File: config.mk
export PLATFORM = sky130hd
export DESIGN_NAME = fetch_unit_flat
export DESIGN_NICKNAME = d
export VERILOG_FILES = /design/src/rtl/fetch_unit_if.sv /design/src/rtl/fetch_unit.sv /design/src/flat_wrapper.sv
export SDC_FILE = /design/constraint.sdc
export NUM_CORES = 1
export LEC_CHECK = 0
export CORE_UTILIZATION = 40
export CTS_CLUSTER_SIZE = 12
export DETAILED_ROUTE_END_ITERATION = 10
export SYNTH_ARGS = -nofsm -noshare
export SYNTH_HDL_FRONTEND = slang
export SYNTH_SLANG_ARGS = --single-unit
File: constraint.sdc
create_clock -name sysclk -period 6.3 [get_ports sysclk]
set_input_delay 0.63 -clock sysclk [delete_from_list [all_inputs] [get_ports sysclk]]
set_output_delay 0.63 -clock sysclk [all_outputs]
set_load 0.1 [all_outputs]
File: src/rtl/fetch_unit_if.sv
// Fetch bus bundle: BRAM instruction port plus the
// downstream instr valid/ready handshake. master = fetch side.
interface fetch_unit_if #(
  parameter int PC_WIDTH    = 16,
  parameter int INSTR_WIDTH = 32
);
  logic                   imem_en;
  logic [PC_WIDTH-3:0]    imem_addr;
  logic [INSTR_WIDTH-1:0] imem_rdata;
  logic                   instr_valid;
  logic [INSTR_WIDTH-1:0] instr;
  logic [PC_WIDTH-1:0]    instr_pc;
  logic                   instr_ready;

  modport master (
    output imem_en,
    output imem_addr,
    input  imem_rdata,
    output instr_valid,
    output instr,
    output instr_pc,
    input  instr_ready
  );

  modport slave (
    input  imem_en,
    input  imem_addr,
    output imem_rdata,
    input  instr_valid,
    input  instr,
    input  instr_pc,
    output instr_ready
  );
endinterface

File: src/rtl/fetch_unit.sv
// Instruction fetch front end: issues BRAM word reads, buffers
// {instr,pc} in a DEPTH FIFO, hands them out over valid/ready.
// Ports: sysclk, rst (sync, active high), bus (fetch_unit_if
// master: imem_* read port, instr_* handshake), redirect,
// redirect_pc, misaligned_redirect (registered pulse).
module fetch_unit #(
  parameter int PC_WIDTH    = 16,
  parameter int INSTR_WIDTH = 32,
  parameter int DEPTH       = 4,
  parameter logic [PC_WIDTH-1:0] RESET_PC = '0
) (
  input  logic                sysclk,
  input  logic                rst,
  fetch_unit_if.master        bus,
  input  logic                redirect,
  input  logic [PC_WIDTH-1:0] redirect_pc,
  output logic                misaligned_redirect
);
  localparam int AW = $clog2(DEPTH);

  logic [PC_WIDTH-1:0]    fetch_pc;
  logic [PC_WIDTH-1:0]    inflight_pc;
  logic                   inflight;
  logic [INSTR_WIDTH-1:0] instr_mem [DEPTH];
  logic [PC_WIDTH-1:0]    pc_mem [DEPTH];
  logic [AW-1:0]          rptr;
  logic [AW-1:0]          wptr;
  logic [AW:0]            count;
  logic [AW+1:0]          credit;
  logic                   pop;
  logic                   push;
  logic                   issue;

  assign bus.instr_valid = (count != '0);
  assign bus.instr       = instr_mem[rptr];
  assign bus.instr_pc    = pc_mem[rptr];

  assign pop  = bus.instr_valid & bus.instr_ready & ~redirect;
  assign push = inflight & ~redirect;

  // Slots committed: buffered + returning - leaving this cycle.
  // Issuing only below DEPTH guarantees the next push fits.
  assign credit = {1'b0, count}
                + {{(AW+1){1'b0}}, inflight}
                - {{(AW+1){1'b0}}, pop};

  assign issue = ~rst & ~redirect
               & (credit < (AW+2)'(DEPTH));

  assign bus.imem_en   = issue;
  assign bus.imem_addr = fetch_pc[PC_WIDTH-1:2];

  always_ff @(posedge sysclk) begin
    if (push & ~rst) begin
      instr_mem[wptr] <= bus.imem_rdata;
      pc_mem[wptr]    <= inflight_pc;
    end
  end

  always_ff @(posedge sysclk) begin
    if (rst) begin
      fetch_pc            <= RESET_PC;
      inflight            <= 1'b0;
      inflight_pc         <= '0;
      rptr                <= '0;
      wptr                <= '0;
      count               <= '0;
      misaligned_redirect <= 1'b0;
    end else begin
      misaligned_redirect <= redirect & (|redirect_pc[1:0]);
      if (redirect) begin
        fetch_pc <= {redirect_pc[PC_WIDTH-1:2], 2'b00};
        inflight <= 1'b0;
        rptr     <= '0;
        wptr     <= '0;
        count    <= '0;
      end else begin
        inflight <= issue;
        if (issue) begin
          inflight_pc <= fetch_pc;
          fetch_pc    <= fetch_pc + PC_WIDTH'(4);
        end
        if (push) wptr <= wptr + AW'(1);
        if (pop)  rptr <= rptr + AW'(1);
        if (push & ~pop)
          count <= count + (AW+1)'(1);
        else if (pop & ~push)
          count <= count - (AW+1)'(1);
      end
    end
  end
endmodule

File: src/flat_wrapper.sv
// flat-port wrapper written by rule: the top's interface ports become plain ports
module fetch_unit_flat 
#(
  parameter int PC_WIDTH    = 16,
  parameter int INSTR_WIDTH = 32,
  parameter int DEPTH       = 4,
  parameter logic [PC_WIDTH-1:0] RESET_PC = '0
)
  (sysclk, rst, redirect, redirect_pc, misaligned_redirect, bus_imem_en, bus_imem_addr, bus_imem_rdata, bus_instr_valid, bus_instr, bus_instr_pc, bus_instr_ready);
  fetch_unit_if #(.PC_WIDTH(PC_WIDTH), .INSTR_WIDTH(INSTR_WIDTH)) bus_i ();
  input  logic sysclk;
  input  logic rst;
  input  logic redirect;
  input  logic [PC_WIDTH-1:0] redirect_pc;
  output logic misaligned_redirect;
  output wire logic [$bits(bus_i.imem_en)-1:0] bus_imem_en;
  output wire logic [$bits(bus_i.imem_addr)-1:0] bus_imem_addr;
  input wire logic [$bits(bus_i.imem_rdata)-1:0] bus_imem_rdata;
  output wire logic [$bits(bus_i.instr_valid)-1:0] bus_instr_valid;
  output wire logic [$bits(bus_i.instr)-1:0] bus_instr;
  output wire logic [$bits(bus_i.instr_pc)-1:0] bus_instr_pc;
  input wire logic [$bits(bus_i.instr_ready)-1:0] bus_instr_ready;
  assign bus_imem_en = bus_i.imem_en;
  assign bus_imem_addr = bus_i.imem_addr;
  assign bus_i.imem_rdata = bus_imem_rdata;
  assign bus_instr_valid = bus_i.instr_valid;
  assign bus_instr = bus_i.instr;
  assign bus_instr_pc = bus_i.instr_pc;
  assign bus_i.instr_ready = bus_instr_ready;
  fetch_unit #(.PC_WIDTH(PC_WIDTH), .INSTR_WIDTH(INSTR_WIDTH), .DEPTH(DEPTH), .RESET_PC(RESET_PC)) u_core (.sysclk(sysclk), .rst(rst), .bus(bus_i), .redirect(redirect), .redirect_pc(redirect_pc), .misaligned_redirect(misaligned_redirect));
endmodule
== Yosys cells after proc, flatten, opt, wreduce, memory -nomap -nowiden ==
Memories as Yosys holds them, arrays and structs flattened. A register that Yosys moved wholly into a read port is not among the register bits.
Index checks and enable logic that the tools add are counted.

* Memories kept: 2
* Word-level logic and storage cells: 47
* Input bits: 52
* RAM bits: 192
* Output and inout port bits: 65
* Bits in registers: 41
* Bits in read-only memories: 0
* Latch bits: 0

{| class="wikitable"
|+ Memory list
! name !! depth !! bits a word !! read ports !! clocked after memory_dff !! wr ports !! line !! source
|-
| u_core.instr_mem || 4 || 32 || 1 || 1 || 1 || fetch_unit.sv:24 || <nowiki>logic [INSTR_WIDTH-1:0] instr_mem [DEPTH];</nowiki>
|-
| u_core.pc_mem || 4 || 16 || 1 || 1 || 1 || fetch_unit.sv:25 || <nowiki>logic [PC_WIDTH-1:0] pc_mem [DEPTH];</nowiki>
|}

* $lt $le $gt $ge: 1
* Shift-type cells: 0
* Reduce and logical (&&, ||, !) cells: 6
* Bitwise gates (word level): 13
* Mux-type cells: 10
* $mul: 0
* Add/subtract/negate cells: 7
* Equality and inequality tests: 0
* Divide/modulo/power cells: 0

{| class="wikitable"
|+ Operators by type and width
! cell !! count
|-
| $mux 16 || 2
|-
| $add 16x3->16 const B || 1
|-
| $and 1x1->1 || 9
|-
| $mux 2 || 4
|-
| $mux 3 || 2
|-
| $add 2x1->2 const B || 2
|-
| $add 3x1->4 || 1
|-
| $lt 4x3->1 const B || 1
|-
| $not 1->1 || 4
|-
| $reduce_bool 2->1 || 2
|-
| $reduce_or 2->1 || 2
|-
| $sub 4x1->4 || 1
|-
| $add 3x1->3 const B || 1
|-
| $reduce_bool 3->1 || 1
|-
| $sub 3x1->3 const B || 1
|-
| $mux 1 || 2
|-
| $reduce_and 2->1 || 1
|}

== Depth between registers and ports, before layout ==
Gate-level depths: netlist (run 1).

* Word-level depth: 8
* Gate-level depth with buffers: 14
* Mapped depth without buffers: 10

== Least setup slack after synthesis (run 1) ==
Ideal clock, no wire load.

* Path kind: register to output
* From: register u_core.count[0]
* To: output bus_imem_en
* Setup slack: 2.163 ns
* Cell stages (with the launch flop): 12
* Path buffers: 3
* Arrival time: 3.507 ns
* Required time: 5.670 ns
* Path through: dfxtp_1 -> or3_1 -> and3_1 -> clkbuf_1 -> ha_1 -> inv_1 -> ha_1 -> and3b_4 -> or4_4 -> buf_6 -> a31oi_4 -> buf_4

* Longest elaborated chain between the ends: 6
* Elaborated cells on any way between the ends: 7
* Classes of those cells: 2 x add/sub; 1 x order compare; 3 x bitwise; 1 x reduce/logical

{| class="wikitable"
|+ RTL lines
! what !! line !! source
|-
| start: declaration || fetch_unit.sv:28 || <nowiki>logic [AW:0] count;</nowiki>
|-
| start signal: assignment || fetch_unit.sv:86 || <nowiki>count <= count + (AW+1)'(1);</nowiki>
|-
| start signal: assignment || fetch_unit.sv:88 || <nowiki>count <= count - (AW+1)'(1);</nowiki>
|-
| $reduce_bool 3->1 || fetch_unit.sv:34 || <nowiki>assign bus.instr_valid = (count != '0);</nowiki>
|-
| via bus_instr_valid || flat_wrapper.sv:19 || <nowiki>output wire logic [$bits(bus_i.instr_valid)-1:0] bus_instr_valid;</nowiki>
|-
| $and 1x1->1 (2 in series) || fetch_unit.sv:38 || <nowiki>assign pop = bus.instr_valid & bus.instr_ready & ~redirect;</nowiki>
|-
| via u_core.pop || fetch_unit.sv:30 || <nowiki>logic pop;</nowiki>
|-
| $sub 4x1->4 || fetch_unit.sv:45 || <nowiki>- {{(AW+1){1'b0}}, pop};</nowiki>
|-
| $lt 4x3->1 || fetch_unit.sv:48 || <nowiki>& (credit < (AW+2)'(DEPTH));</nowiki>
|-
| $and 1x1->1 || fetch_unit.sv:48 ||
|-
| end: declaration || flat_wrapper.sv:16 || <nowiki>output wire logic [$bits(bus_i.imem_en)-1:0] bus_imem_en;</nowiki>
|}

The timed path passes the listed nets, and every way through them passes these cells.

== Worst setup path after layout (run 1) ==
* From: input redirect
* To: output bus_imem_en

* Longest elaborated chain between the ends: 5
* Elaborated cells on any way between the ends: 6
* Classes of those cells: 1 x add/sub; 1 x order compare; 4 x bitwise

{| class="wikitable"
|+ RTL lines
! what !! line !! source
|-
| start: declaration || flat_wrapper.sv:13 || <nowiki>input logic redirect;</nowiki>
|-
| $not 1->1 (*) || fetch_unit.sv:38, fetch_unit.sv:47 ||
|-
| $and 1x1->1 || fetch_unit.sv:38 ||
|-
| $sub 4x1->4 || fetch_unit.sv:45 ||
|-
| $lt 4x3->1 || fetch_unit.sv:48 ||
|-
| $and 1x1->1 (*) || fetch_unit.sv:48 ||
|}

Every way passes the cells marked *; elsewhere a longest branch is shown, timed or not.

==> results of run 1 <==
## path summary, 6_finish.rpt
| kind | start | end | slack (ps) | depth (start not counted) |
|---|---|---|---|---|
| setup reg to reg | u_core.count[2] | u_core.fetch_pc[5] | 2500 | 10 |
| hold / removal | u_core.inflight_pc[14] | u_core.pc_mem[2][14] | 510 | 0 |
| hold reg to reg | u_core.inflight_pc[14] | u_core.pc_mem[2][14] | 510 | 0 |
| setup / recovery | redirect | bus_imem_en | 1110 | 10 |
## Yosys cell counts (4+ instances only)
master,n
mux4_2,46
ha_1,9
and3_1,5
nand3_1,7
a21oi_1,4
a211oi_1,7
buf_1,6
nand2_1,7
a31oi_1,6
dfxtp_1,39
mux2i_1,17
inv_1,12
clkbuf_1,13
nor2_1,34
a311oi_1,4
edfxtp_1,184
xnor2_1,13
## final cells by class
cell class / instances / share of cell area, %
timing repair buffer: 119 / 11.0
clock inverter: 4 / 0.198
inverter: 12 / 0.420
sequential: 223 / 58.9
multi-input combinational: 194 / 19.6
tap: 275 / 3.21
clock buffer: 40 / 6.73
## report_power, final
group	internal [mW]	switching, mW	total [mW]
clock network	0.778	0.516	1.29
logic	0.0870	0.183	0.269
registers	1.61	0.0249	1.64
total	2.48	0.724	3.20
## placed cells by master, fill, tap and decap left out, types with 11 or more instances in the layout
cell	Yosys	final
xnor2_1	13	13
edfxtp_1	184	184
clkdlybuf4s50_1	0	113
clkbuf_1	13	11
dfxtp_1	39	37
inv_1	12	12
mux2i_1	17	17
clkbuf_16	0	25
nor2_1	34	34
mux4_2	46	46
## metal layers
metal / vias to the layer above / wire (um)
li1: 2050 / -
met1: 2206 / 7140
met2: 145 / 7690
met3: 19 / 925
met4: 0 / 233
met5: - / 0
## metrics by stage
| stage | utilization (%) | area (um2) | hold WS (ps) | setup slack, ps |
|---|---|---|---|---|
| after floorplan | - | 8580 | 459 | 2160 |
| after global placement | 47.5 | 9980 | 480 | 1290 |
| after detailed placement | 47.5 | 9980 | 497 | 1130 |
| after CTS | 51.0 | 10700 | 510 | 1140 |
| after global routing | 51.0 | 10700 | 521 | 878 |
| final | 51.0 | 10700 | 510 | 1110 |
## sequential cells by signal (all words and copies together) (netlist names), named ones only
signal and cells:
u_core.count 3, u_core.fetch_pc 14, u_core.inflight 1, u_core.inflight_pc 14
u_core.instr_mem 128, u_core.misaligned_redirect 1, u_core.pc_mem 56, u_core.rptr 2
u_core.wptr 2
## logic make-up after synthesis
| group | count (synthesis) |
|---|---|
| flip-flops | 223 |
| buffers and inverters | 39 |
| XOR/XNOR | 16 |
| multiplexers | 63 |
| AO/OA/AOI/OAI | 34 |
| adder cells (fa/ha/maj) | 10 |
| AND/OR/NAND/NOR | 69 |
| other | 1 |
==> qor.yml, run 1 <==
outcome:
  outcome: "finished, final reports clean"
cts:
  holdBufCountCts: 0
  root_buffer: "clkbuf_16"
  clock_sinks: 223
  cts_repair_resize_count: 0
  cts_tree: "yes"
  htree_levels: 1
  clk_latency_ps: 500
  clockBufferDepth: 3
  numCtsBuffers: 24
  clk_pin_slew_ps: 60
  cts_setup_buffers: 0
grt:
  antenna_found_initial: 0
  grt_max_degree: 47
  use_met1_pct: 19.9
  grt_pass1_wl_um: 25400
  grt_pass1_vias: 4748
  globalRouteMet3Util_pct: 3.04
  grt-ovfl-total: 0
  track_usage_pct: 15.0
  met2_usage_pct: 25.2
  grt_busiest_layer: "met2"
yosys:
  synthMuxAreaShare_pct: 14.1
  seq_area_frac_synth_pct: 73.5
  synth_cell_types: 45
  synth-xor-area-share_pct: 1.63
  synth_top_family_by_area: "multiplexers"
  synth_top_area_cell: "edfxtp_1"
  async_reset_ff_share_pct: 0
  netlist_area_um2: 8580
  synthFlopType: "edfxtp_1"
  synthAdderAreaFrac_pct: 1.55
  syn_inst: 455
  synth_edf_count: 184
  netlist_top_cells_area: "edfxtp_1 64%, mux4_2 12%, dfxtp_1 9.1%, mux2i_1 2.0%, nor2_1 1.5%"
  synth_area_per_cell_um2: 18.9
  ys_ff_latch: 223
  synth_simple_gate_area_share_pct: 4.01
  synth-compound-area-share_pct: 3.12
  synth_top_area_share_pct: 64.4
  ys_warn_count: 0
die:
  row_count: 53
  pin_count: 117
  die_w_um: 148
  dieArea_um2: 22000
  die_h_um: 148
  start_util_pct: 40.8
  coreArea_um2: 21000
place:
  port_buffers: 114
  gp_congestion: 0.736
  placedCellCount: 823
  dp_hpwl_um: 9380
setup_path:
  path_cells: "clkdlybuf4s50_1 > inv_1 > and3_1 > ha_1 > inv_1 > ha_1 > and3b_4 > or4b_1 > a31oi_4 > buf_4"
  cp.required_ps: 5670
  startpoint_type: "primary input"
  crit_arrival_ps: 4560
  critical_path_class: "primary input to output port"
  critPathTopFamily: "buffers and inverters"
  crit_slowest_cell: "or4b_1"
  cp_num_buf_inv: 4
  max_stage_delay_ps: 720
  critPathMaxFanout: 23
  cp-end-kind: "output port"
power_and_ir_drop:
  p_leak_nw: 3.42
  power.density_nw_per_um2: 299
  ir_worst_vdd_v: 0.000174
  total_power_mw: 3.20
drt:
  wire_per_inst_um: 18.4
  drt_first_pass_iters: 5
  drt_drc_violations_left: 0
  drt-vias-per-instance: 5.10
  first_iter_violations: 185
  ant_nets: 0
  vias: 4420
  wl_um: 16000
sta:
  setup_viol: 0
  final-max-slew-violation-count: 0
  hold_viol: 0
  worstMarginPinSlew_ps: 1090
  tns_ps: 0
  max_freq_ghz: 0.193
  post-route-period-util_pct: 82.3
  skew_ps: 10.0
  min_period_ps: 5190
  relSlewSlack_pct: 27.4
  grt_setup_unrepaired: "no"
final_layout:
  area_growth_pct: 25.0
  finalNonFillerCells: 867
  drive_above_1_share_pct: 16.0
  diodes: 0
  nFillCells: 1692
  fin_nets: 636
  multi_input_area_um2: 2100
  seq_area_um2: 6310
run:
  cap_violations: 0
hold_path:
  hp-class: "flip-flop to flip-flop"
(Power assumes the default switching activity.)
==> inputs of run 2 (changes only) <==
- clock period: 6.3 -> 4.75 ns (I/O delays scaled with it)
==> qor.yml, run 2 (same netlist as run 1, synthesis figures left out) <==
final_layout:
  seq_area_um2: 6310  # unchanged
  area_growth_pct: 25.5  # was 25.0%
  drive_above_1_share_pct: 16.5  # was 16.0%
  nFillCells: 1679  # was 1,692
  fin_nets: 640  # was 636
  layout_common_cells: "184 x edfxtp_1, 113 x clkdlybuf4s50_1, 46 x mux4_2, 37 x dfxtp_1, 34 x nor2_1"  # unchanged
  regMostFlops: "u_core.instr_mem"  # unchanged
  diodes: 0  # unchanged
  multi_input_area_um2: 2100  # unchanged
  largest_reg_flops: 128  # unchanged
  layout_commonest_cell: "edfxtp_1"  # unchanged
  top_regs: "u_core.instr_mem (128), u_core.pc_mem (56)"  # unchanged
  finalNonFillerCells: 869  # was 867
grt:
  track_usage_pct: 15.1  # was 15.0%
  grt_max_degree: 47  # unchanged
  antenna_found_initial: 0  # unchanged
  grt_pass1_wl_um: 25800  # was 25,400 um
  grt_pass1_vias: 4684  # was 4,748
  grt-ovfl-total: 0  # unchanged
setup_path:
  cp-end-kind: "output port"  # unchanged
  crit_arrival_ps: 3380  # was 4560 ps
  r2r_slack_ps: 1370  # was 2500 ps
  r2r_end: "u_core.inflight_pc[15]"  # was u_core.fetch_pc[5]
  r2r_cells: 11  # was 10
  critPathTopFamily: "simple AND/OR/NAND/NOR gates"  # was buffers and inverters
  startpoint_type: "flip-flop"  # was primary input
  max_stage_delay_ps: 730  # was 720 ps
  crit_slowest_cell: "or4b_1"  # unchanged
  r2r-start: "u_core.count[0]"  # was u_core.count[2]
  cp_num_buf_inv: 2  # was 4
  crit_top_cell: "ha_1"
  critPathMaxFanout: 13  # was 23
  path_cells: "or3_1 > and3_1 > ha_1 > inv_1 > ha_1 > and3b_4 > or4b_1 > a31oi_4 > buf_12"  # was clkdlybuf4s50_1 > inv_1 > and3_1 > ha_1 > inv_1 > ha_1 > and3b_4 > or4b_1 > a31oi_4 > buf_4
  cp.required_ps: 4280  # was 5670 ps
  critical_path_class: "flip-flop to output port"  # was primary input to output port
power_and_ir_drop:
  power.density_nw_per_um2: 395  # was 299 nW/um2
  power.share.sequential_pct: 51.0  # was 51.2%
  clockPowerShare_pct: 40.4  # about the same
  switching_share_pct: 22.6  # about the same
  comb_power_share_pct: 8.6  # was 8.4%
  ir_worst_vdd_v: 0.000169  # was 0.000174 V
  p_switching_uw: 962  # was 724 uW
  p_leak_nw: 3.44  # was 3.42 nW
  p_int_mw: 3.30  # was 2.48 mW
cts:
  htree_levels: 1  # unchanged
  clock_sinks: 223  # unchanged
  holdBufCountCts: 0  # unchanged
  clk_pin_slew_ps: 60  # about the same
  cts_tree: "yes"  # unchanged
  numCtsBuffers: 24  # unchanged
  clockBufferDepth: 3  # unchanged
  root_buffer: "clkbuf_16"  # unchanged
  cts_setup_buffers: 0  # unchanged
  cts_repair_resize_count: 0  # unchanged
  clk_latency_ps: 500  # about the same
sta:
  post-route-period-util_pct: 81.3
  grt_setup_unrepaired: "no"  # unchanged
  final-max-slew-violation-count: 0  # unchanged
  setup_viol: 0  # unchanged
  max_freq_ghz: 0.259
  tns_ps: 0  # unchanged
  skew_ps: 9.03  # was 10.0 ps
  min_period_ps: 3860
  hold_ws_ps: 521  # was 510 ps
  hold_viol: 0  # unchanged
  relSlewSlack_pct: 29.0  # was 27.4%
  worstMarginPinSlew_ps: 1060  # was 1090 ps
drt:
  drt_drc_violations_left: 0  # unchanged
  ant_nets: 0  # unchanged
  wire_per_inst_um: 18.8  # was 18.4 um
  wl_um: 16300  # was 16,000 um
  first_iter_violations: 294  # was 185
  vias: 4465  # was 4,420
  drt-vias-per-instance: 5.14  # was 5.10
  drt_first_pass_iters: 4  # was 5
place:
  gp_congestion: 0.761  # was 0.736
  dp_hpwl_um: 10100  # was 9380 um
  placedCellCount: 827  # was 823
  port_buffers: 114  # unchanged
die:
  row_count: 53  # unchanged
  dieArea_um2: 22000  # unchanged
  die_h_um: 148  # unchanged
  coreArea_um2: 21000  # unchanged
  pin_count: 117  # unchanged
  die_w_um: 148  # unchanged
  start_util_pct: 40.8  # unchanged
run:
  cap_violations: 0  # unchanged
hold_path:
  hp-start: "u_core.inflight_pc[8]"  # was u_core.inflight_pc[14]
  whs_path_depth: 0  # unchanged
  hp-class: "flip-flop to flip-flop"  # unchanged
  min_to: "u_core.pc_mem[2][8]"  # was u_core.pc_mem[2][14]
outcome:
  outcome: "finished, final reports clean"  # unchanged
## run 2: changes by cell type in the layout (fill, tap and decap cells not counted)
cell	delta
buf_4	+2
clkinv_2	+1
bufinv_16	+1
buf_12	+2
clkinv_1	-1
clkbuf_8	-3
## run 2: power by group through the flow
stage	registers (mW)	logic, mW	clock network, mW
2_1_floorplan	2.27	0.185	0
3_3_place_gp	2.21	0.358	0
3_5_place_dp	2.21	0.364	0
4_1_cts	2.17	0.366	1.77
5_1_grt	2.18	0.382	1.84
6_report	2.17	0.364	1.72
## run 2: stage by stage
stage	worst slack, ps	cell area, um2	utilization (%)	power [mW]
final	890	10800	51.2	4.26
after detailed placement	882	10000	47.7	2.58
after global routing	763	10800	51.2	4.40
after CTS	859	10800	51.2	4.30
after global placement	1010	10000	47.7	2.57
after floorplan	768	8580	-	2.45
## run 2: worst max-delay path by stage
| stage | start | endpoint | depth (start not counted) |
|---|---|---|---|
| after detailed placement | redirect | u_core.inflight_pc[15] | 12 |
| after floorplan | u_core.count[0] | bus_imem_en | 11 |
| after global routing | u_core.count[2] | bus_imem_en | 9 |
| after CTS | u_core.count[0] | bus_imem_en | 9 |
| after global placement | redirect | bus_imem_en | 10 |
| final | u_core.count[0] | bus_imem_en | 9 |
## run 2: final cells by class
cell class,count,area share [%]
clock inverter,5,0.488
inverter,12,0.418
multi-input combinational,194,19.5
clock buffer,37,6.32
timing repair buffer,123,11.4
sequential,223,58.6
tap,275,3.20
## run 2: routing by layer
metal  vias to the layer above  global-route usage, %  part of all wire [%]
met5                         -                      0                     0
met4                         0                   3.71                   1.5
met3                        25                   2.88                   5.3
met2                       137                   24.8                    48
met1                      2257                   20.7                    45
li1                       2046                      -                     -
